### config.mk
export PLATFORM = sky130hd
export DESIGN_NAME = alu_arbiter_flat
export DESIGN_NICKNAME = d
export VERILOG_FILES = /design/src/rtl/alu_arbiter_if.sv /design/src/rtl/alu_arbiter.sv /design/src/flat_wrapper.sv
export SDC_FILE = /design/constraint.sdc
export NUM_CORES = 1
export LEC_CHECK = 0
export ABC_AREA = 1
export CORE_AREA = 2 2 120 122
export CTS_CLUSTER_DIAMETER = 150
export DETAILED_ROUTE_END_ITERATION = 7
export DIE_AREA = 0 0 122 124
export GPL_ROUTABILITY_DRIVEN = 0
export HOLD_SLACK_MARGIN = 0.12
export PLACE_DENSITY = 0.9
export SLEW_MARGIN = 20
export SYNTH_ARGS = -nofsm -noshare
export SYNTH_HDL_FRONTEND = slang
export SYNTH_SLANG_ARGS = --single-unit
export TNS_END_PERCENT = 30
### constraint.sdc
create_clock -name clk -period 2.8 [get_ports clk]
set_input_delay 0.28 -clock clk [delete_from_list [all_inputs] [get_ports clk]]
set_output_delay 0.28 -clock clk [all_outputs]
set_load 0.01 [all_outputs]
### src/rtl/alu_arbiter_if.sv
// rtl/alu_arbiter_if.sv - request/response and ALU signal bundle for alu_arbiter
interface alu_arbiter_if #(
   parameter int WIDTH = 32,
   parameter int OPW   = 2
);
   logic             req0_valid;
   logic             req0_ready;
   logic [WIDTH-1:0] req0_a;
   logic [WIDTH-1:0] req0_b;
   logic [OPW-1:0]   req0_op;
   logic             rsp0_valid;
   logic             rsp0_ready;
   logic [WIDTH-1:0] rsp0_c;
   logic             rsp0_zero;

   logic             req1_valid;
   logic             req1_ready;
   logic [WIDTH-1:0] req1_a;
   logic [WIDTH-1:0] req1_b;
   logic [OPW-1:0]   req1_op;
   logic             rsp1_valid;
   logic             rsp1_ready;
   logic [WIDTH-1:0] rsp1_c;
   logic             rsp1_zero;

   logic [WIDTH-1:0] alu_a;
   logic [WIDTH-1:0] alu_b;
   logic [OPW-1:0]   alu_op;
   logic [WIDTH-1:0] alu_c;
   logic             alu_zero;

   logic             busy;

   // arbiter side
   modport slave (
      input  req0_valid, req0_a, req0_b, req0_op, rsp0_ready,
      output req0_ready, rsp0_valid, rsp0_c, rsp0_zero,
      input  req1_valid, req1_a, req1_b, req1_op, rsp1_ready,
      output req1_ready, rsp1_valid, rsp1_c, rsp1_zero,
      output alu_a, alu_b, alu_op,
      input  alu_c, alu_zero,
      output busy
   );

   // requester / ALU side
   modport master (
      output req0_valid, req0_a, req0_b, req0_op, rsp0_ready,
      input  req0_ready, rsp0_valid, rsp0_c, rsp0_zero,
      output req1_valid, req1_a, req1_b, req1_op, rsp1_ready,
      input  req1_ready, rsp1_valid, rsp1_c, rsp1_zero,
      input  alu_a, alu_b, alu_op,
      output alu_c, alu_zero,
      input  busy
   );
endinterface

### src/rtl/alu_arbiter.sv
// rtl/alu_arbiter.sv - round-robin sharing of one single-cycle ALU between two requesters
module alu_arbiter #(
   parameter int WIDTH = 32,
   parameter int OPW   = 2
) (
   input  logic          clk,
   input  logic          rst_n,
   alu_arbiter_if.slave  bus
);

   typedef enum logic [1:0] {
      IDLE = 2'd0,
      EXEC = 2'd1,
      RESP = 2'd2
   } state_t;

   state_t           state;
   state_t           state_nxt;

   logic             last;
   logic             owner;
   logic [WIDTH-1:0] op_a;
   logic [WIDTH-1:0] op_b;
   logic [OPW-1:0]   op_code;
   logic [WIDTH-1:0] res_c;
   logic             res_zero;

   logic             gnt0;
   logic             gnt1;
   logic             ready0;
   logic             ready1;
   logic             accept;
   logic             rsp_hs;
   logic             rsp0_valid;
   logic             rsp1_valid;
   logic             busy;

   // Round-robin pick: a lone valid wins, a tie goes to whoever was not served last.
   always_comb begin
      gnt0 = bus.req0_valid & (~bus.req1_valid | last);
      gnt1 = bus.req1_valid & (~bus.req0_valid | ~last);
   end

   // Sequencer next state and handshake outputs; readies only ever rise in IDLE.
   always_comb begin
      state_nxt  = state;
      ready0     = 1'b0;
      ready1     = 1'b0;
      accept     = 1'b0;
      rsp0_valid = 1'b0;
      rsp1_valid = 1'b0;
      rsp_hs     = 1'b0;
      busy       = 1'b1;
      case (state)
         IDLE: begin
            busy   = 1'b0;
            ready0 = gnt0;
            ready1 = gnt1;
            accept = gnt0 | gnt1;
            if (accept) state_nxt = EXEC;
         end
         EXEC: begin
            state_nxt = RESP;
         end
         RESP: begin
            rsp0_valid = ~owner;
            rsp1_valid = owner;
            rsp_hs     = owner ? bus.rsp1_ready : bus.rsp0_ready;
            if (rsp_hs) state_nxt = IDLE;
         end
         default: begin
            state_nxt = IDLE;
         end
      endcase
   end

   // Sequencer state register.
   always_ff @(posedge clk or negedge rst_n) begin
      if (!rst_n) state <= IDLE;
      else        state <= state_nxt;
   end

   // Operand capture on acceptance, result capture in EXEC, fairness pointer on response handshake.
   always_ff @(posedge clk or negedge rst_n) begin
      if (!rst_n) begin
         op_a     <= '0;
         op_b     <= '0;
         op_code  <= '0;
         owner    <= 1'b0;
         res_c    <= '0;
         res_zero <= 1'b0;
         last     <= 1'b1;
      end else begin
         if (accept) begin
            op_a    <= gnt1 ? bus.req1_a  : bus.req0_a;
            op_b    <= gnt1 ? bus.req1_b  : bus.req0_b;
            op_code <= gnt1 ? bus.req1_op : bus.req0_op;
            owner   <= gnt1;
         end
         if (state == EXEC) begin
            res_c    <= bus.alu_c;
            res_zero <= bus.alu_zero;
         end
         if (rsp_hs) last <= owner;
      end
   end

   assign bus.req0_ready = ready0;
   assign bus.req1_ready = ready1;
   assign bus.rsp0_valid = rsp0_valid;
   assign bus.rsp1_valid = rsp1_valid;
   assign bus.rsp0_c     = res_c;
   assign bus.rsp1_c     = res_c;
   assign bus.rsp0_zero  = res_zero;
   assign bus.rsp1_zero  = res_zero;
   assign bus.alu_a      = op_a;
   assign bus.alu_b      = op_b;
   assign bus.alu_op     = op_code;
   assign bus.busy       = busy;

endmodule

### src/flat_wrapper.sv
// flat-port wrapper written by rule: the top's interface ports become plain ports
module alu_arbiter_flat 
#(
   parameter int WIDTH = 32,
   parameter int OPW   = 2
)
  (clk, rst_n, bus_req0_valid, bus_req0_a, bus_req0_b, bus_req0_op, bus_rsp0_ready, bus_req0_ready, bus_rsp0_valid, bus_rsp0_c, bus_rsp0_zero, bus_req1_valid, bus_req1_a, bus_req1_b, bus_req1_op, bus_rsp1_ready, bus_req1_ready, bus_rsp1_valid, bus_rsp1_c, bus_rsp1_zero, bus_alu_a, bus_alu_b, bus_alu_op, bus_alu_c, bus_alu_zero, bus_busy);
  alu_arbiter_if #(.WIDTH(WIDTH), .OPW(OPW)) bus_i ();
  input  logic clk;
  input  logic rst_n;
  input wire logic [$bits(bus_i.req0_valid)-1:0] bus_req0_valid;
  input wire logic [$bits(bus_i.req0_a)-1:0] bus_req0_a;
  input wire logic [$bits(bus_i.req0_b)-1:0] bus_req0_b;
  input wire logic [$bits(bus_i.req0_op)-1:0] bus_req0_op;
  input wire logic [$bits(bus_i.rsp0_ready)-1:0] bus_rsp0_ready;
  output wire logic [$bits(bus_i.req0_ready)-1:0] bus_req0_ready;
  output wire logic [$bits(bus_i.rsp0_valid)-1:0] bus_rsp0_valid;
  output wire logic [$bits(bus_i.rsp0_c)-1:0] bus_rsp0_c;
  output wire logic [$bits(bus_i.rsp0_zero)-1:0] bus_rsp0_zero;
  input wire logic [$bits(bus_i.req1_valid)-1:0] bus_req1_valid;
  input wire logic [$bits(bus_i.req1_a)-1:0] bus_req1_a;
  input wire logic [$bits(bus_i.req1_b)-1:0] bus_req1_b;
  input wire logic [$bits(bus_i.req1_op)-1:0] bus_req1_op;
  input wire logic [$bits(bus_i.rsp1_ready)-1:0] bus_rsp1_ready;
  output wire logic [$bits(bus_i.req1_ready)-1:0] bus_req1_ready;
  output wire logic [$bits(bus_i.rsp1_valid)-1:0] bus_rsp1_valid;
  output wire logic [$bits(bus_i.rsp1_c)-1:0] bus_rsp1_c;
  output wire logic [$bits(bus_i.rsp1_zero)-1:0] bus_rsp1_zero;
  output wire logic [$bits(bus_i.alu_a)-1:0] bus_alu_a;
  output wire logic [$bits(bus_i.alu_b)-1:0] bus_alu_b;
  output wire logic [$bits(bus_i.alu_op)-1:0] bus_alu_op;
  input wire logic [$bits(bus_i.alu_c)-1:0] bus_alu_c;
  input wire logic [$bits(bus_i.alu_zero)-1:0] bus_alu_zero;
  output wire logic [$bits(bus_i.busy)-1:0] bus_busy;
  assign bus_i.req0_valid = bus_req0_valid;
  assign bus_i.req0_a = bus_req0_a;
  assign bus_i.req0_b = bus_req0_b;
  assign bus_i.req0_op = bus_req0_op;
  assign bus_i.rsp0_ready = bus_rsp0_ready;
  assign bus_req0_ready = bus_i.req0_ready;
  assign bus_rsp0_valid = bus_i.rsp0_valid;
  assign bus_rsp0_c = bus_i.rsp0_c;
  assign bus_rsp0_zero = bus_i.rsp0_zero;
  assign bus_i.req1_valid = bus_req1_valid;
  assign bus_i.req1_a = bus_req1_a;
  assign bus_i.req1_b = bus_req1_b;
  assign bus_i.req1_op = bus_req1_op;
  assign bus_i.rsp1_ready = bus_rsp1_ready;
  assign bus_req1_ready = bus_i.req1_ready;
  assign bus_rsp1_valid = bus_i.rsp1_valid;
  assign bus_rsp1_c = bus_i.rsp1_c;
  assign bus_rsp1_zero = bus_i.rsp1_zero;
  assign bus_alu_a = bus_i.alu_a;
  assign bus_alu_b = bus_i.alu_b;
  assign bus_alu_op = bus_i.alu_op;
  assign bus_i.alu_c = bus_alu_c;
  assign bus_i.alu_zero = bus_alu_zero;
  assign bus_busy = bus_i.busy;
  alu_arbiter #(.WIDTH(WIDTH), .OPW(OPW)) u_core (.clk(clk), .rst_n(rst_n), .bus(bus_i));
endmodule
==> results of run 1 <==
==> cell families (layout without fill, tap and decap cells) <==
family                 after synthesis  in the layout  synth area share (%)
buffers and inverters               88            345                  10.9
flip-flops                         103            103                  49.1
AND/OR/NAND/NOR                    515            515                  39.8
AO/OA/AOI/OAI                        2              2                 0.191
==> stage by stage <==
step / util [%] / total power [mW] / setup slack [ns] / hold slack (ns)
4_1_cts: 61.6 / 8.48 / 0.513 / 0.342
6_report: 61.6 / 8.39 / 0.531 / 0.342
2_1_floorplan: - / 4.98 / 1.53 / -0.0156
3_3_place_gp: 59.2 / 7.01 / 0.717 / 0.338
5_1_grt: 61.6 / 8.98 / 0.422 / 0.383
3_5_place_dp: 59.2 / 7.14 / 0.682 / 0.348
==> sequential cells by signal, summed over array words and instances, names as in the netlist <==
register	count
u_core.bus.alu_b	32
u_core.bus.rsp0_c	32
u_core.bus.rsp0_zero	1
u_core.owner	1
u_core.bus.alu_op	2
u_core.state	2
u_core.last	1
u_core.bus.alu_a	32
==> per-layer routing <==
metal / wire length, um / up-vias
met1: 6380 / 2527
met5: 0 / -
met4: 340 / 0
met3: 1400 / 26
met2: 8610 / 225
li1: - / 2661
==> where the power goes <==
| group | leakage (nW) | total (mW) | switching [mW] | internal (mW) |
|---|---|---|---|---|
| clock | 0.150 | 1.31 | 0.597 | 0.714 |
| combinational | 2.77 | 4.41 | 2.16 | 2.26 |
| sequential | 1.29 | 2.67 | 0.487 | 2.18 |
| total | 4.21 | 8.39 | 3.24 | 5.15 |
==> worst paths after layout <==
path,end,slack (ns)
worst max-delay path,bus_rsp0_valid,0.53
worst min-delay path,u_core.owner,0.34
worst max register to register,u_core.bus.alu_b[15],0.97
worst min register to register,u_core.bus.alu_a[12],0.48
max in group asynchronous,u_core.last,1.51
min in group asynchronous,u_core.bus.alu_b[18],0.52
==> cell type report <==
type                       instances  area, um^2  area share [%]
tap                              180         225            2.67
clock inverter                     7        86.3            1.02
sequential                       103        2580            30.5
multi-input combinational        517        2110            24.9
clock buffer                       9         225            2.67
inverter                           9        33.8           0.400
timing repair buffer             320        3190            37.8
==> placed cells by master, fill, tap and decap left out, types with 2 or more instances in the layout <==
cell,n
sky130_fd_sc_hd__clkdlybuf4s50_1,305
sky130_fd_sc_hd__nand3_1,100
sky130_fd_sc_hd__dfrtp_1,102
sky130_fd_sc_hd__clkbuf_16,9
sky130_fd_sc_hd__inv_6,2
sky130_fd_sc_hd__inv_8,2
sky130_fd_sc_hd__nand2_1,405
sky130_fd_sc_hd__nand3_2,2
sky130_fd_sc_hd__buf_4,11
sky130_fd_sc_hd__inv_1,8
sky130_fd_sc_hd__o21ai_0,2
sky130_fd_sc_hd__buf_12,2
sky130_fd_sc_hd__nand2_2,4
sky130_fd_sc_hd__nor2_1,3
==> worst max-delay path, cell delays in order (launching register included) <==
cell and delay (ns):
sky130_fd_sc_hd__dfrtp_1 0.62, sky130_fd_sc_hd__nor2_1 0.24, sky130_fd_sc_hd__inv_1 0.09, sky130_fd_sc_hd__nor2_1 0.10
sky130_fd_sc_hd__clkdlybuf4s50_1 0.60
==> metrics.json, run 1 <==
{
  "logic_synthesis": {
    "synthesis.nets": 879,
    "async_set_or_reset_register_ratio_after_synthesis_pct": 100,
    "synth_enable_flop_cells": 0,
    "count_of_warnings_emitted_by_yosys": 0,
    "post_synth.cell_area_avg_um2": 7.42,
    "synth_top_area_share_pct": 48.6,
    "synth.top_cells.by_area": "sky130_fd_sc_hd__dfrtp_1 49%, sky130_fd_sc_hd__nand2_1 29%, sky130_fd_sc_hd__nand3_1 9.5%, sky130_fd_sc_hd__buf_4 5.7%, sky130_fd_sc_hd__buf_6 1.9%",
    "yosys.cell_types.count": 15,
    "synth_top_area_cell": "sky130_fd_sc_hd__dfrtp_1",
    "post_synth_inst_count": 708,
    "synth-seq-cells": 103,
    "most_used_standard_cell_by_instance_count_after_synthesis": "sky130_fd_sc_hd__nand2_1",
    "syn-cell-area_um2": 5250,
    "most_used_dff_post_synth": "sky130_fd_sc_hd__dfrtp_1",
    "synth_seq_area_share_pct": 49.1,
    "yosys-top-cells-count": "408 x sky130_fd_sc_hd__nand2_1, 102 x sky130_fd_sc_hd__dfrtp_1, 100 x sky130_fd_sc_hd__nand3_1"
  },
  "finish": {
    "stdcell_count": 1145,
    "nFillCells": 1174,
    "num_antenna_cells": 0,
    "post-route-cell-area_um2": 8450,
    "num-nets-final": 1131,
    "syn_to_final_growth_pct": 60.9,
    "drive_above_1_share_pct": 4.04
  },
  "critical_path": {
    "cp-start-kind": "flip-flop",
    "cp.required_ns": 2.52,
    "timing_worst_setup_path_type": "reg2out",
    "arrival_ns": 1.99,
    "crit-reg2reg-launch": "u_core.last",
    "worstRegToRegCells": 8,
    "cp-end-kind": "primary output",
    "setup.worst_path.start": "u_core.state[0]",
    "maximum_fanout_along_the_worst_path": 16
  },
  "global_route": {
    "antenna_found_initial": 0,
    "grt_pass1_vias": 5260,
    "grt_use_met2_pct": 39.8,
    "grt_usage_pct": 21.8,
    "busiest_layer": "met2",
    "grtUsageMet1_pct": 24.5,
    "global_route.overflow_total": 0,
    "global_route_wire_length_before_repair_um": 26000,
    "pin_count_of_the_biggest_net_entering_global_routing": 67,
    "globalRouteMet3Util_pct": 6.18
  },
  "floorplanning": {
    "initial_core_util_pct": 38.3,
    "die_area_um2": 15100,
    "pin_count": 308,
    "std_cell_rows": 43,
    "die_width_um": 122,
    "chipHeight_um": 124,
    "coreArea_um2": 13700
  },
  "clock_tree": {
    "cts_hold_repair.buffers": 1,
    "cts.reportedPaths.clkPinSlew_ns": 0.07,
    "cts_tree": "yes",
    "clk-insertion-delay-late_ns": 0.34,
    "cts_root_buf": "sky130_fd_sc_hd__clkbuf_16",
    "sink_count_of_the_clock_tree": 103,
    "max-clock-path-buffers": 2,
    "ctsResizeCount": 0,
    "cts_made_buffers": 9,
    "cts.repair_timing.setup_buffer_count": 0,
    "h-tree-depth": 3
  },
  "placed_design": {
    "post_place_cells": 1128,
    "placedInstanceArea_um2": 8130,
    "portBuffers": 307,
    "dp_hpwl_um": 12400
  },
  "timing": {
    "max_freq_ghz": 0.441,
    "fin_skew_ns": 0.00814,
    "final-max-slew-violation-count": 0,
    "setup_repair_after_global_routing_missed_its_margin": "no",
    "timing.final.setup_violations": 0,
    "slew_headroom_pct": 55.6,
    "finalHoldViolations": 0,
    "final.min_clock_period_ns": 2.27,
    "setup_total_negative_slack_ns": 0,
    "final_min_period_over_clock_period_pct": 81.0,
    "worstMarginPinSlew_ns": 0.666
  },
  "routing": {
    "dr_total_vias": 5439,
    "antenna_violating_nets_post_route": 0,
    "drc": 0,
    "drt_iter0_drc": 308,
    "routed_wl_um": 16700,
    "viasPerCell": 4.75,
    "detail_route.wl_per_cell_um": 14.6,
    "drt-pass1-iter-count": 6
  },
  "run": {
    "cap_viol_max_count": 0
  },
  "worst_hold_path": {
    "hp-start": "bus_req1_valid",
    "number_of_instances_on_the_worst_hold_path": 3,
    "worstHoldPathType": "in2reg"
  },
  "outcome": {
    "run_status": "completed"
  },
  "power_and_ir_drop": {
    "power.leakage_nw": 4.21,
    "vdd_drop_max_mv": 0.392,
    "powerDensity_nw_per_um2": 993
  }
}
Note: power is estimated with default switching activity, not from simulation.
==> run 2: changes to the inputs <==
--- a/config.mk
+++ b/config.mk
@@ -6,10 +6,9 @@
 export NUM_CORES = 1
 export LEC_CHECK = 0
 export ABC_AREA = 1
-export CORE_AREA = 2 2 120 122
+export CORE_UTILIZATION = 38
 export CTS_CLUSTER_DIAMETER = 150
 export DETAILED_ROUTE_END_ITERATION = 7
-export DIE_AREA = 0 0 122 124
 export GPL_ROUTABILITY_DRIVEN = 0
 export HOLD_SLACK_MARGIN = 0.12
 export PLACE_DENSITY = 0.9
==> constraint.sdc (replaced) <==
create_clock -name clk -period 2.3 [get_ports clk]
set_input_delay 0.23 -clock clk [delete_from_list [all_inputs] [get_ports clk]]
set_output_delay 0.23 -clock clk [all_outputs]
set_load 0.01 [all_outputs]
==> metrics.json, run 2 (synthesis gave the netlist of run 1 again) <==
{
  "outcome": {
    "run_status": "completed"
  },
  "critical_path": {
    "arrival_ns": 1.88,
    "cp-start-kind": "flip-flop",
    "worst_path_dominant_cell_family": "buffers and inverters",
    "cp-end-kind": "primary output",
    "path_cells": "nor2_1 -> inv_1 -> nor2_1 -> clkdlybuf4s50_1",
    "r2r_slack_ns": 0.69,
    "cpMaxStageDelayCell": "sky130_fd_sc_hd__clkdlybuf4s50_1",
    "cp-endpoint": "bus_rsp0_valid",
    "worstRegToRegCells": 6,
    "timing_worst_setup_path_type": "reg2out",
    "crit_buf_inv": 2,
    "setup.worst_path.start": "u_core.state[0]",
    "crit-reg2reg-launch": "u_core.state[0]",
    "cp.depth": 4,
    "cp_common_cell": "sky130_fd_sc_hd__nor2_1",
    "cp.required_ns": 2.07,
    "reg2reg_to": "u_core.bus.alu_a[28]",
    "maximum_fanout_along_the_worst_path": 12,
    "critical_path.max_stage_delay_ns": 0.59
  },
  "floorplanning": {
    "chipHeight_um": 120,
    "std_cell_rows": 42,
    "coreArea_um2": 13300,
    "initial_core_util_pct": 39.3,
    "pin_count": 308,
    "die_area_um2": 14300,
    "die_width_um": 120
  },
  "clock_tree": {
    "cts_made_buffers": 9,
    "cts.repair_timing.setup_buffer_count": 0,
    "sink_count_of_the_clock_tree": 103,
    "clk-insertion-delay-late_ns": 0.34,
    "cts_hold_repair.buffers": 1,
    "cts_tree": "yes",
    "max-clock-path-buffers": 2,
    "cts_root_buf": "sky130_fd_sc_hd__clkbuf_16",
    "cts.reportedPaths.clkPinSlew_ns": 0.07,
    "ctsResizeCount": 0,
    "h-tree-depth": 3
  },
  "finish": {
    "syn_to_final_growth_pct": 60.6,
    "num-nets-final": 1133,
    "drive_above_1_share_pct": 4.03,
    "num_antenna_cells": 0,
    "post-route-cell-area_um2": 8430,
    "mostFrequentLayoutCell": "sky130_fd_sc_hd__nand2_1",
    "stdcell_count": 1143,
    "final_cell_mix": "405 x sky130_fd_sc_hd__nand2_1, 305 x sky130_fd_sc_hd__clkdlybuf4s50_1, 102 x sky130_fd_sc_hd__dfrtp_1"
  },
  "routing": {
    "detail_route.wl_per_cell_um": 14.6,
    "viasPerCell": 4.69,
    "drt_iter0_drc": 381,
    "drt-pass1-iter-count": 5,
    "routed_wl_um": 16700,
    "antenna_violating_nets_post_route": 0,
    "drc": 0,
    "dr_total_vias": 5365
  },
  "timing": {
    "fin_skew_ns": 0.00873,
    "timing.final.setup_violations": 0,
    "max_freq_ghz": 0.474,
    "fin_hold_ws_ns": 0.243,
    "worstMarginPinSlew_ns": 0.689,
    "setup_repair_after_global_routing_missed_its_margin": "no",
    "final_min_period_over_clock_period_pct": 91.8,
    "setup_total_negative_slack_ns": 0,
    "slew_headroom_pct": 54.0,
    "final.min_clock_period_ns": 2.11,
    "finalHoldViolations": 0,
    "final-max-slew-violation-count": 0
  },
  "global_route": {
    "antenna_found_initial": 0,
    "grt_pass1_vias": 5221,
    "grt_usage_pct": 23.8,
    "pin_count_of_the_biggest_net_entering_global_routing": 63,
    "global_route_wire_length_before_repair_um": 26700,
    "global_route.overflow_total": 0
  },
  "power_and_ir_drop": {
    "power.leakage_nw": 4.21,
    "powerDensity_nw_per_um2": 1210,
    "vdd_drop_max_mv": 0.494
  },
  "placed_design": {
    "placedInstanceArea_um2": 8120,
    "dp_hpwl_um": 12200,
    "portBuffers": 307,
    "post_place_cells": 1126
  },
  "run": {
    "cap_viol_max_count": 0
  },
  "worst_hold_path": {
    "hp-start": "bus_req1_valid",
    "worstHoldPathType": "in2reg"
  }
}
## run 2: cell types whose count changed in the layout (fill, tap and decap cells not counted), sizes merged
cell / delta
inv: -4
clkbuf: +3
buf: +2
clkinv: +1
## run 2: power breakdown
part | leakage, nW | internal, mW | switching, mW
Sequential | 1.29 | 2.65 | 0.603
Clock | 0.143 | 0.879 | 0.668
Combinational | 2.77 | 2.73 | 2.64
Total | 4.21 | 6.26 | 3.91
## run 2: per-stage QoR
stage | setup slack, ns | util (%) | total power, mW
final | 0.189 | 63.2 | 10.2
after global routing | 0.0111 | 63.2 | 10.9
after CTS | 0.175 | 63.2 | 10.3
after detailed placement | 0.359 | 60.9 | 8.68
after global placement | 0.388 | 60.9 | 8.54
after floorplan | 1.03 | - | 6.06
## run 2: worst min path at each step
stage	to	cells past startpoint
6_report	u_core.owner	3
5_1_grt	u_core.owner	3
4_1_cts	u_core.owner	3
3_5_place_dp	u_core.bus.alu_b[17]	1
3_3_place_gp	u_core.bus.alu_b[17]	1
2_1_floorplan	u_core.bus.alu_a[0]	0
## run 2: tightest hold or removal path, delay by kind of cell
family                 cells  cell delay (ns)
buffers and inverters      1             0.15
and+or+nand+nor            2             0.17
## run 2: area by class of cell
type	count	area [um^2]
flip-flops and latches	103	2580
clock inverters	4	55.1
repair buffers	322	3190
inverters	9	33.8
fillers	1154	4910
well taps	176	220
multi-input cells	517	2110
clock buffers	12	246
## run 2: metal layers
metal,routed length (um),global-route usage [%]
met1,6640,28.1
met2,8300,41.6
met3,1280,5.75
met4,456,9.45
met5,0,0
==> run 3: changes to the inputs <==
--- a/config.mk
+++ b/config.mk
@@ -6,12 +6,14 @@
 export NUM_CORES = 1
 export LEC_CHECK = 0
 export ABC_AREA = 1
+export CAP_MARGIN = 20
 export CORE_UTILIZATION = 38
 export CTS_CLUSTER_DIAMETER = 150
 export DETAILED_ROUTE_END_ITERATION = 7
 export GPL_ROUTABILITY_DRIVEN = 0
 export HOLD_SLACK_MARGIN = 0.12
 export PLACE_DENSITY = 0.9
+export SKIP_LAST_GASP = 1
 export SLEW_MARGIN = 20
 export SYNTH_ARGS = -nofsm -noshare
 export SYNTH_HDL_FRONTEND = slang
==> results of run 3 <==
Same layout as run 2: the final DEF is identical, and so are final timing and power.
